**config.mk**
```make
export PLATFORM = sky130hd
export DESIGN_NAME = g_alu_issue
export DESIGN_NICKNAME = d
export VERILOG_FILES = /design/src/rtl/g_rv_pkg.sv /design/src/rtl/g_skid_buf.sv /design/src/rtl/g_alu_issue.sv
export SDC_FILE = /design/constraint.sdc
export NUM_CORES = 1
export LEC_CHECK = 0
export CORE_MARGIN = 8
export CORE_UTILIZATION = 50
export DETAILED_ROUTE_END_ITERATION = 16
export GPL_ROUTABILITY_DRIVEN = 1
export PLACE_DENSITY = 0.83
export SLEW_MARGIN = 25
export SYNTH_ARGS = -nofsm -noshare
export SYNTH_HDL_FRONTEND = slang
export SYNTH_HIERARCHICAL = 1
export SYNTH_SLANG_ARGS = --single-unit
```
**constraint.sdc**
```tcl
create_clock -name clk_i -period 11 [get_ports clk_i]
set_clock_uncertainty 0.15 [all_clocks]
set_input_delay 1.65 -clock clk_i [delete_from_list [all_inputs] [get_ports clk_i]]
set_output_delay 1.65 -clock clk_i [all_outputs]
set_load 0.02 [all_outputs]
```
**src/rtl/g_rv_pkg.sv**
```systemverilog
// Shared definitions for the ALU issue stage: funct3 codes, issue FSM encoding,
// and the payload layout {in0, in1, f3, f7, rd} carried through the skid buffer.
package g_rv_pkg;

  localparam logic [2:0] F3_ADD = 3'd0;
  localparam logic [2:0] F3_SLL = 3'd1;
  localparam logic [2:0] F3_SR  = 3'd5;

  typedef enum logic [1:0] {
    ST_EMPTY = 2'd0,
    ST_FULL  = 2'd1,
    ST_SKID  = 2'd2
  } issue_state_t;

  // Payload is packed MSB-first as {in0, in1, f3, f7, rd}.
  function automatic int issue_pl_w(input int xlen, input int reg_addr_w);
    return 2 * xlen + 3 + 1 + reg_addr_w;
  endfunction

endpackage

```
**src/rtl/g_skid_buf.sv**
```systemverilog
// Generic 2-entry valid/ready skid buffer; 1-cycle accept-to-valid latency.
// Backpressure: a second op is parked in the skid slot, then in_ready drops (registered).
module g_skid_buf
  import g_rv_pkg::*;
#(
  parameter int W = 8
) (
  input  logic         clk,
  input  logic         rst,
  input  logic         flush,
  input  logic         in_valid,
  output logic         in_ready,
  input  logic [W-1:0] in_data,
  output logic         out_valid,
  input  logic         out_ready,
  output logic [W-1:0] out_data
);

  issue_state_t state, state_nxt;
  logic         ready_q, ready_nxt;
  logic [W-1:0] main_q, skid_q;
  logic         load_main, load_skid, main_from_skid;
  logic         accept, handoff;

  assign in_ready  = ready_q;
  assign out_valid = (state != ST_EMPTY);
  assign out_data  = main_q;
  assign accept    = in_valid && ready_q;
  assign handoff   = out_valid && out_ready;

  always_ff @(posedge clk or posedge rst) begin
    if (rst) begin
      state   <= ST_EMPTY;
      ready_q <= 1'b1;
    end else begin
      state   <= state_nxt;
      ready_q <= ready_nxt;
    end
  end

  always_comb begin
    state_nxt      = state;
    load_main      = 1'b0;
    load_skid      = 1'b0;
    main_from_skid = 1'b0;
    if (flush) begin
      state_nxt = ST_EMPTY;
    end else begin
      case (state)
        ST_EMPTY: begin
          if (accept) begin
            state_nxt = ST_FULL;
            load_main = 1'b1;
          end
        end
        ST_FULL: begin
          if (accept && !handoff) begin
            state_nxt = ST_SKID;
            load_skid = 1'b1;
          end else if (accept && handoff) begin
            load_main = 1'b1;
          end else if (handoff) begin
            state_nxt = ST_EMPTY;
          end
        end
        ST_SKID: begin
          if (handoff) begin
            state_nxt      = ST_FULL;
            main_from_skid = 1'b1;
          end
        end
        default: state_nxt = ST_EMPTY;
      endcase
    end
    ready_nxt = (state_nxt != ST_SKID);
  end

  always_ff @(posedge clk or posedge rst) begin
    if (rst) begin
      main_q <= '0;
      skid_q <= '0;
    end else begin
      if (load_main) begin
        main_q <= in_data;
      end else if (main_from_skid) begin
        main_q <= skid_q;
      end
      if (load_skid) begin
        skid_q <= in_data;
      end
    end
  end

endmodule

```
**src/rtl/g_alu_issue.sv**
```systemverilog
// ALU issue stage: operand select/sanitise, then skid buffer; 1-cycle latency, stalls via in_ready_o.
// G_ISSUE_FORWARD_EN adds writeback forwarding onto rs1/rs2 at accept time.
module g_alu_issue
  import g_rv_pkg::*;
#(
  parameter int XLEN       = 32,
  parameter int REG_ADDR_W = 5
) (
  input  logic                  clk_i,
  input  logic                  rst_i,
  input  logic                  flush_i,
  input  logic                  in_valid_i,
  output logic                  in_ready_o,
  input  logic [XLEN-1:0]       rs1_val_i,
  input  logic [XLEN-1:0]       rs2_val_i,
  input  logic [XLEN-1:0]       imm_i,
  input  logic [REG_ADDR_W-1:0] rs1_addr_i,
  input  logic [REG_ADDR_W-1:0] rs2_addr_i,
  input  logic [REG_ADDR_W-1:0] rd_addr_i,
  input  logic [2:0]            funct3_i,
  input  logic                  funct7b5_i,
  input  logic                  is_imm_i,
`ifdef G_ISSUE_FORWARD_EN
  input  logic                  fwd_valid_i,
  input  logic [REG_ADDR_W-1:0] fwd_rd_i,
  input  logic [XLEN-1:0]       fwd_data_i,
`endif
  output logic                  out_valid_o,
  input  logic                  out_ready_i,
  output logic [XLEN-1:0]       alu_in0_o,
  output logic [XLEN-1:0]       alu_in1_o,
  output logic [2:0]            alu_funct3_o,
  output logic                  alu_funct7_o,
  output logic [REG_ADDR_W-1:0] out_rd_o
);

  localparam int PL_W = issue_pl_w(XLEN, REG_ADDR_W);

  logic [XLEN-1:0] rs1_eff, rs2_eff, in1_raw, in1;
  logic            f7;
  logic [PL_W-1:0] pl_in, pl_out;

`ifndef G_ISSUE_FORWARD_EN
  logic unused_addr;
  assign unused_addr = ^{rs1_addr_i, rs2_addr_i};
`endif

  always_comb begin
    rs1_eff = rs1_val_i;
    rs2_eff = rs2_val_i;
`ifdef G_ISSUE_FORWARD_EN
    if (fwd_valid_i && (fwd_rd_i == rs1_addr_i) && (rs1_addr_i != '0)) begin
      rs1_eff = fwd_data_i;
    end
    if (!is_imm_i && fwd_valid_i && (fwd_rd_i == rs2_addr_i) && (rs2_addr_i != '0)) begin
      rs2_eff = fwd_data_i;
    end
`endif
    in1_raw = is_imm_i ? imm_i : rs2_eff;
    in1     = in1_raw;
    // For I-type, bit 30 is an immediate bit except on SRAI, so ADDI never subtracts.
    f7 = 1'b0;
    if (!is_imm_i && ((funct3_i == F3_ADD) || (funct3_i == F3_SR))) begin
      f7 = funct7b5_i;
    end else if (is_imm_i && (funct3_i == F3_SR)) begin
      f7 = funct7b5_i;
    end
    if ((funct3_i == F3_SLL) || (funct3_i == F3_SR)) begin
      in1      = '0;
      in1[4:0] = in1_raw[4:0];
    end
  end

  assign pl_in = {rs1_eff, in1, funct3_i, f7, rd_addr_i};

  g_skid_buf #(
    .W(PL_W)
  ) u_skid (
    .clk       (clk_i),
    .rst       (rst_i),
    .flush     (flush_i),
    .in_valid  (in_valid_i),
    .in_ready  (in_ready_o),
    .in_data   (pl_in),
    .out_valid (out_valid_o),
    .out_ready (out_ready_i),
    .out_data  (pl_out)
  );

  assign {alu_in0_o, alu_in1_o, alu_funct3_o, alu_funct7_o, out_rd_o} = pl_out;

endmodule

```
# Word level (Yosys, flattened, before mapping)
# Cells that the tools add are included.
totals:
  regBits: 149
  output_inout_bits: 75
  word_cells: 47
  input_bits: 121
classes:
  reduce_logical: 14
  n_eq_ne: 5
  n_mux: 24
op_table:
  columns: ["operator", "n"]
  rows:
  - ["73-bit two-way mux", 2]
  - ["32-bit two-way mux", 2]
  - ["1-bit two-way mux", 12]
  - ["2-bit two-way mux", 6]
  - ["1-bit logical AND", 6]
  - ["2-bit one-hot mux with 3 select lines", 1]
  - ["2-bit nonzero test", 2]
  - ["3-bit by 1-bit == test with 1-bit output (second input constant)", 1]
  - ["3-bit == test (second input constant)", 1]
  - ["3-bit logical NOT", 1]
  - ["2-bit by 1-bit == test with 1-bit output (second input constant)", 1]
  - ["2-bit == test (second input constant)", 1]
  - ["1-bit logical NOT", 2]
  - ["2-bit logical NOT", 1]
  - ["1-bit logical OR", 2]
  - ["2-bit inequality test (second input constant)", 1]
  - ["1-bit one-hot mux with 2 select lines", 1]

# Longest topological paths before layout
# Gate-level depths: netlist of run 1.
depth:
  depth_word: 8
  ltp_mapped: 5
  ltp_nobuf: 3

# Modules after synthesis
# Netlist of run 1, hierarchy kept.
modules_own_cells:
  columns: ["mod", "seq_area_each_um2", "area_each_um2", "instances", "cells_per_inst"]
  rows:
  - ["g_skid_buf", 3729.8, 6630.1, 1, 407]
  - ["g_alu_issue", 0.0, 511.7, 1, 71]

# Worst setup path before layout of run 1
# OpenSTA, ideal clock, no wires.
synth_timing:
  kind: "input port to flip-flop"
  from: "input port out_ready_i"
  to: "register u_skid.skid_q[0]"
  required_time_ps: 10725
  path_stages: 5
  setup_slack_ps: 7827
  t_arrival_ps: 2898
  setup_time_ps: 125
  path_buffers: 2
  cell_sequence: "nand2b_1 > or4_4 > buf_6 > buf_6 > mux2_4"
synth_via:
  elab_chain_len: 6
synth_lines:
  columns: ["element", "line_no", "rtl"]
  rows:
  - ["start: declaration", "g_alu_issue.sv:29", "input logic out_ready_i,"]
  - ["1-bit logical AND", "g_skid_buf.sv:29", "assign handoff = out_valid && out_ready;"]
  - ["1-bit logical NOT", "g_skid_buf.sv:57", "if (accept && !handoff) begin"]
  - ["1-bit logical AND", "g_skid_buf.sv:57", null]
  - ["1-bit two-way mux", "g_skid_buf.sv:57", null]
  - ["1-bit two-way mux", "g_skid_buf.sv:49", "case (state)"]
  - ["1-bit two-way mux", "g_skid_buf.sv:46", "if (flush) begin"]
  - ["end signal: assignment", "g_skid_buf.sv:89", "skid_q <= in_data;"]
  - ["end: declaration", "g_skid_buf.sv:21", "logic [W-1:0] main_q, skid_q;"]
# Every way passes these cells.
# A chain may end at the register's enable or synchronous reset.

# Worst setup path in the final report of run 1
layout_timing:
  from: "input port out_ready_i"
  to: "register u_skid.skid_q[37]"
# The elaborated chain is that of the path after synthesis.

==> results of run 1 <==
-- layout make-up --
cell class / count / area [µm²] / area share [%]
Sequential cell: 149 / 3730 / 38.36
Multi-Input combinational cell: 294 / 3213 / 33.05
Timing Repair Buffer: 192 / 1899 / 19.53
Clock buffer: 22 / 484.2 / 4.980
Tap cell: 180 / 225.2 / 2.316
Clock inverter: 9 / 148.9 / 1.531
Inverter: 4 / 20.02 / 0.2059
Antenna cell: 1 / 2.502 / 0.02574
-- cells by family (layout without fill, tap and decap cells) --
group	Yosys count	in the layout	share of synthesized area (%)
buffers and inverters	35	227	3.031
and+or+nand+nor	37	37	2.383
muxes	251	251	41.63
xor gates and xnor gates	1	1	0.1227
AOI/OAI and AO/OA	5	5	0.6131
other	0	1	0
DFF	149	149	52.22
-- cell usage after synthesis --
cell type | count | area [µm²]
buf_4 | 2 | 15.01
dfrtp_1 | 148 | 3704
mux2_4 | 48 | 720.7
buf_6 | 8 | 90.09
buf_2 | 13 | 65.06
nor2_1 | 27 | 101.4
mux2_2 | 173 | 1948
a21oi_2 | 1 | 8.760
nand2_1 | 2 | 7.510
or3_1 | 1 | 6.260
dfstp_2 | 1 | 26.28
o41ai_1 | 1 | 8.760
o21ai_0 | 1 | 5.000
mux2_1 | 3 | 33.78
nand4b_1 | 1 | 8.760
inv_1 | 4 | 15.01
or4_4 | 1 | 11.26
xor2_1 | 1 | 8.760
or2_2 | 1 | 6.260
nand2b_1 | 2 | 12.51
o41a_1 | 1 | 11.26
o211a_1 | 1 | 10.01
buf_1 | 7 | 26.28
mux2i_1 | 27 | 270.3
clkbuf_2 | 1 | 5.000
nor4bb_1 | 1 | 10.01
nor2b_1 | 1 | 6.260
-- power by group --
part           internal (µW)  total (µW)  switching, µW
sequential               691         766           74.4
combinational            326         533            207
clock                    401         614            213
total                   1420        1910            495
-- final timing paths --
kind / startpoint / end / cells after the start
setup / recovery: out_ready_i / u_skid/skid_q[37]$_DFFE_PP0P_ / 5
hold reg to reg: u_skid/skid_q[40]$_DFFE_PP0P_ / u_skid/skid_q[40]$_DFFE_PP0P_ / 1
hold / removal: u_skid/skid_q[40]$_DFFE_PP0P_ / u_skid/skid_q[40]$_DFFE_PP0P_ / 1
max in group asynchronous: rst_i / u_skid/out_data[21]$_DFFE_PP0P_ / 3
setup reg to reg: u_skid/state[0]$_DFF_PP0_ / u_skid/skid_q[37]$_DFFE_PP0P_ / 4
min in group asynchronous: rst_i / u_skid/skid_q[2]$_DFFE_PP0P_ / 2
-- metal layers --
metal,track usage (%),vias to the layer above,part of all wire [%]
li1,-,2078,-
met5,0,-,0
met2,31.17,119,52
met3,7.530,26,7.8
met4,8.081,0,2.2
met1,20.32,2266,38
-- critical path, stage by stage --
cell	delay, ns
clkdlybuf4s50_1	0.55
nand2b_1	0.19
or4_4	0.46
buf_4	0.77
mux2_2	0.42
-- cells in the final DEF (no fill, tap or decap), types with 4 or more instances in the layout --
cell type / count
mux2_4: 48
clkdlybuf4s50_1: 184
bufinv_16: 4
mux2i_1: 27
clkbuf_16: 17
clkbuf_8: 4
clkinv_2: 4
dfrtp_1: 148
mux2_2: 173
nor2_1: 27
buf_4: 7
-- flip-flops by register name, indices dropped and copies added, names as in the netlist --
name / cells
u_skid/out_data: 73
u_skid/state: 2
u_skid/in_ready: 1
u_skid/skid_q: 73
-- through the flow --
step	power [µW]	instances
3_5_place_dp	1308	819
3_3_place_gp	1278	819
5_1_grt	2002	851
2_1_floorplan	1079	478
6_report	1913	851
4_1_cts	1934	850
==> flow_metrics.tcl, run 1 <==
set metrics [dict create \
    cts_setup_buffers 0 \
    viasPerCell 5.275 \
    root_buffer "clkbuf_16" \
    max-vdd-ir-drop_v 0.0001307 \
    finalCritPeriodShare_pct 36.13 \
    drt-initial-drc-count 178 \
    first_global_vias 4993 \
    initial_core_util_pct 51.25 \
    power_leakage_uw 0.004380 \
    postRouteAntennaNets 0 \
    ff2ff_setup_slack_ns 8.42 \
    grt_antenna_before_repair 1 \
    critPathKind "in -> reg" \
    finalSetupTns_ns 0 \
    io_pins 196 \
    h-tree-depth 4 \
    grt_max_degree 94 \
    syn_inst 478 \
    fmaxAchievable_ghz 0.2516 \
    worstPathMaxFanout 50 \
    rsz0062_at_grt "no" \
    holdWs_ns 0.3498 \
    setup_violations 0 \
    synth.avg_cell_area_um2 14.94 \
    grt_overflow_total 0 \
    numCtsBuffers 17 \
    start_kind "primary input" \
    drive_gt1_share_pct 39.70 \
    die_area_um2 18360 \
    area_growth_pct 36.14 \
    track_usage_pct 18.55 \
    powerDensity_nw_per_um2 196.7 \
    synth-warning-count 6 \
    drt_first_pass_iters 4 \
    finalWirelength_mm 16.71 \
    end_kind "flop" \
    cts-hold-fix-buffers 0 \
    ys_ff_latch 149 \
    cts_tree "yes" \
    pre_cts_ws_ns 6.587 \
    ys_types 27 \
    grt_pass1_wl_mm 26.72 \
    drv_cap 0 \
    setup_ws_ns 7.026 \
    num_vias 4489 \
    hp-class "reg -> reg" \
    ctsResizeCount 0 \
    dp_hpwl_mm 11.42 \
    synth_area_um2 7142 \
    syn_nets 599 \
    cts.reportedPaths.clkPinSlew_ns 0.05 \
    fillerInstances 951 \
    required_ns 11.14 \
    post_dp_cell_area_um2 9087 \
    num_rows 43 \
    clk_path_buf_depth 2 \
    worstPathArrival_ns 4.12 \
    clk_latency_ns 0.41 \
    core_region_area_um2 13930 \
    final_core_util_pct 69.78 \
    design_area_um2 9723 \
    numClockSinks 149 \
    hold_viol 0 \
    die_x_um 135.5 \
    routedWlPerCell_um 19.64 \
    status "completed" \
    globalplace.congestion 0.7101 \
    drv_slew 0 \
    min_period_ns 3.974 \
    slew_headroom_pct 35.56 \
    drc 0 \
    io_buffers 185 \
    yosysSeqAreaShare_pct 52.22 \
    tightest_slew_ns 0.9666 \
    layout.nets 779 \
    dieHeight_um 135.5 \
]
(Power assumes the default switching activity.)
==> run 2: changes to the inputs <==
--- a/config.mk
+++ b/config.mk
@@ -6,10 +6,10 @@
 export NUM_CORES = 1
 export LEC_CHECK = 0
 export CORE_MARGIN = 8
-export CORE_UTILIZATION = 50
+export CORE_UTILIZATION = 44
 export DETAILED_ROUTE_END_ITERATION = 16
 export GPL_ROUTABILITY_DRIVEN = 1
-export PLACE_DENSITY = 0.83
+export PLACE_DENSITY = 0.77
 export SLEW_MARGIN = 25
 export SYNTH_ARGS = -nofsm -noshare
 export SYNTH_HDL_FRONTEND = slang
==> constraint.sdc (replaced) <==
create_clock -name clk_i -period 3.3 [get_ports clk_i]
set_clock_uncertainty 0.15 [all_clocks]
set_input_delay 0.495 -clock clk_i [delete_from_list [all_inputs] [get_ports clk_i]]
set_output_delay 0.495 -clock clk_i [all_outputs]
set_load 0.02 [all_outputs]
==> flow_metrics.tcl, run 2 (same netlist as run 1, synthesis figures left out) <==
set metrics [dict create \
    status "completed" \
    hp-class "reg -> reg" \
    power_leakage_uw 0.004408 \
    layout_common_cells "clkdlybuf4s50_1, mux2_2, dfrtp_1" \
    area_growth_pct 38.05 \
    drt-initial-drc-count 154 \
    worstPathMaxFanout 6 \
    die_x_um 143.4 \
    globalplace.congestion 0.7447 \
    num_rows 46 \
    clkPwrFrac_pct 33.6 \
    hold_viol 0 \
    dieHeight_um 143.4 \
    drv_cap 0 \
    ctsResizeCount 0 \
    clk_latency_ns 0.41 \
    tightest_slew_ns 0.8252 \
    drv_slew 0 \
    track_usage_pct 16.49 \
    initial_core_util_pct 44.96 \
    finalSetupTns_ns 0 \
    numClockSinks 149 \
    grt_max_degree 150 \
    critPathKind "reg -> out" \
    root_buffer "clkbuf_16" \
    drt_first_pass_iters 4 \
    grt_pass1_wl_mm 26.17 \
    cts_setup_buffers 0 \
    powerDensity_nw_per_um2 659.5 \
    end_kind "output pin" \
    viasPerCell 5.032 \
    fmaxAchievable_ghz 0.4154 \
    power_frac_comb_pct 27.2 \
    die_area_um2 20560 \
    start_kind "flop" \
    layout.nets 780 \
    grt_overflow_total 0 \
    postRouteAntennaNets 0 \
    core_region_area_um2 15890 \
    cts-hold-fix-buffers 0 \
    switching_share_pct 25.73 \
    finalWirelength_mm 16.51 \
    critPathTopFamily "buffers and inverters" \
    grt_antenna_before_repair 0 \
    pre_cts_ws_ns 0.4992 \
    num_vias 4468 \
    cp_slowest_cell "clkdlybuf4s50_1" \
    rsz0062_at_grt "no" \
    setup_violations 0 \
    switchingPower_uw 1673 \
    clk_path_buf_depth 2 \
    mostFrequentLayoutCell "clkdlybuf4s50_1" \
    max-vdd-ir-drop_v 0.0003552 \
    slew_headroom_pct 44.99 \
    path_buf_inv 1 \
    final_core_util_pct 62.07 \
    finalCritPeriodShare_pct 72.96 \
    power_uw 6503 \
    stdcell_count 888 \
    h-tree-depth 4 \
    diodes 0 \
    cts.reportedPaths.clkPinSlew_ns 0.06 \
    first_global_vias 5052 \
    dp_hpwl_mm 11.01 \
    internal_power_uw 4830 \
    drc 0 \
    drive_gt1_share_pct 39.88 \
    min_period_ns 2.408 \
    worstPathArrival_ns 1.76 \
    io_buffers 185 \
    cp_cell_sequence "or2_2 > clkdlybuf4s50_1" \
    required_ns 2.65 \
    cts_tree "yes" \
    io_pins 196 \
    setup_ws_ns 0.8924 \
    slowest_delay_ns 0.58 \
    dp.cells 856 \
    routedWlPerCell_um 18.59 \
    power_frac_seq_pct 39.2 \
    numCtsBuffers 17 \
]
==> run 2: final timing paths <==
check | slack, ns | endpoint | cells past startpoint | start
min reg2reg | 0.35 | u_skid/skid_q[61]$_DFFE_PP0P_ | 1 | u_skid/skid_q[61]$_DFFE_PP0P_
min in group asynchronous | 0.49 | u_skid/skid_q[1]$_DFFE_PP0P_ | 3 | rst_i
min | 0.35 | u_skid/skid_q[61]$_DFFE_PP0P_ | 1 | u_skid/skid_q[61]$_DFFE_PP0P_
max in group asynchronous | 1.87 | u_skid/state[0]$_DFF_PP0_ | 3 | rst_i
max | 0.89 | out_valid_o | 2 | u_skid/state[0]$_DFF_PP0_
max reg2reg | 1.13 | u_skid/out_data[26]$_DFFE_PP0P_ | 4 | u_skid/state[0]$_DFF_PP0_
==> run 2: power groups by stage <==
stage                     combinational (µW)  clock (µW)  sequential [µW]
after global routing                    1890        2310             2600
after detailed placement                1790           0             2580
final                                   1770        2190             2550
after global placement                  1730           0             2540
after floorplan                          830           0             2770
after CTS                               1800        2230             2550
==> run 2: cell type report <==
class,count,area [µm²]
Multi-Input combinational cell,294,3213
Tap cell,216,270.3
Fill cell,1244,6026
Clock buffer,19,442.9
Clock inverter,13,227.7
Inverter,4,18.77
Sequential cell,149,3730
Timing Repair Buffer,193,1957
==> run 2: layer usage <==
layer  share of wire [%]  GRT usage (%)  vias to the layer above  wire (µm)
met4                 1.3          5.700                        0        219
met1                  40          18.13                     2259       6645
li1                    -              -                     2072          -
met3                 8.8          7.266                       14       1450
met2                  50          27.87                      123       8192
met5                   0              0                        -          0
==> run 2: per-stage QoR <==
step	hold slack [ns]	area [µm²]
floorplan	0.3236	7146
finish	0.3532	9859
CTS	0.3554	9859
detailed placement	0.3416	9189
global placement	0.3310	9189
global route	0.3605	9859
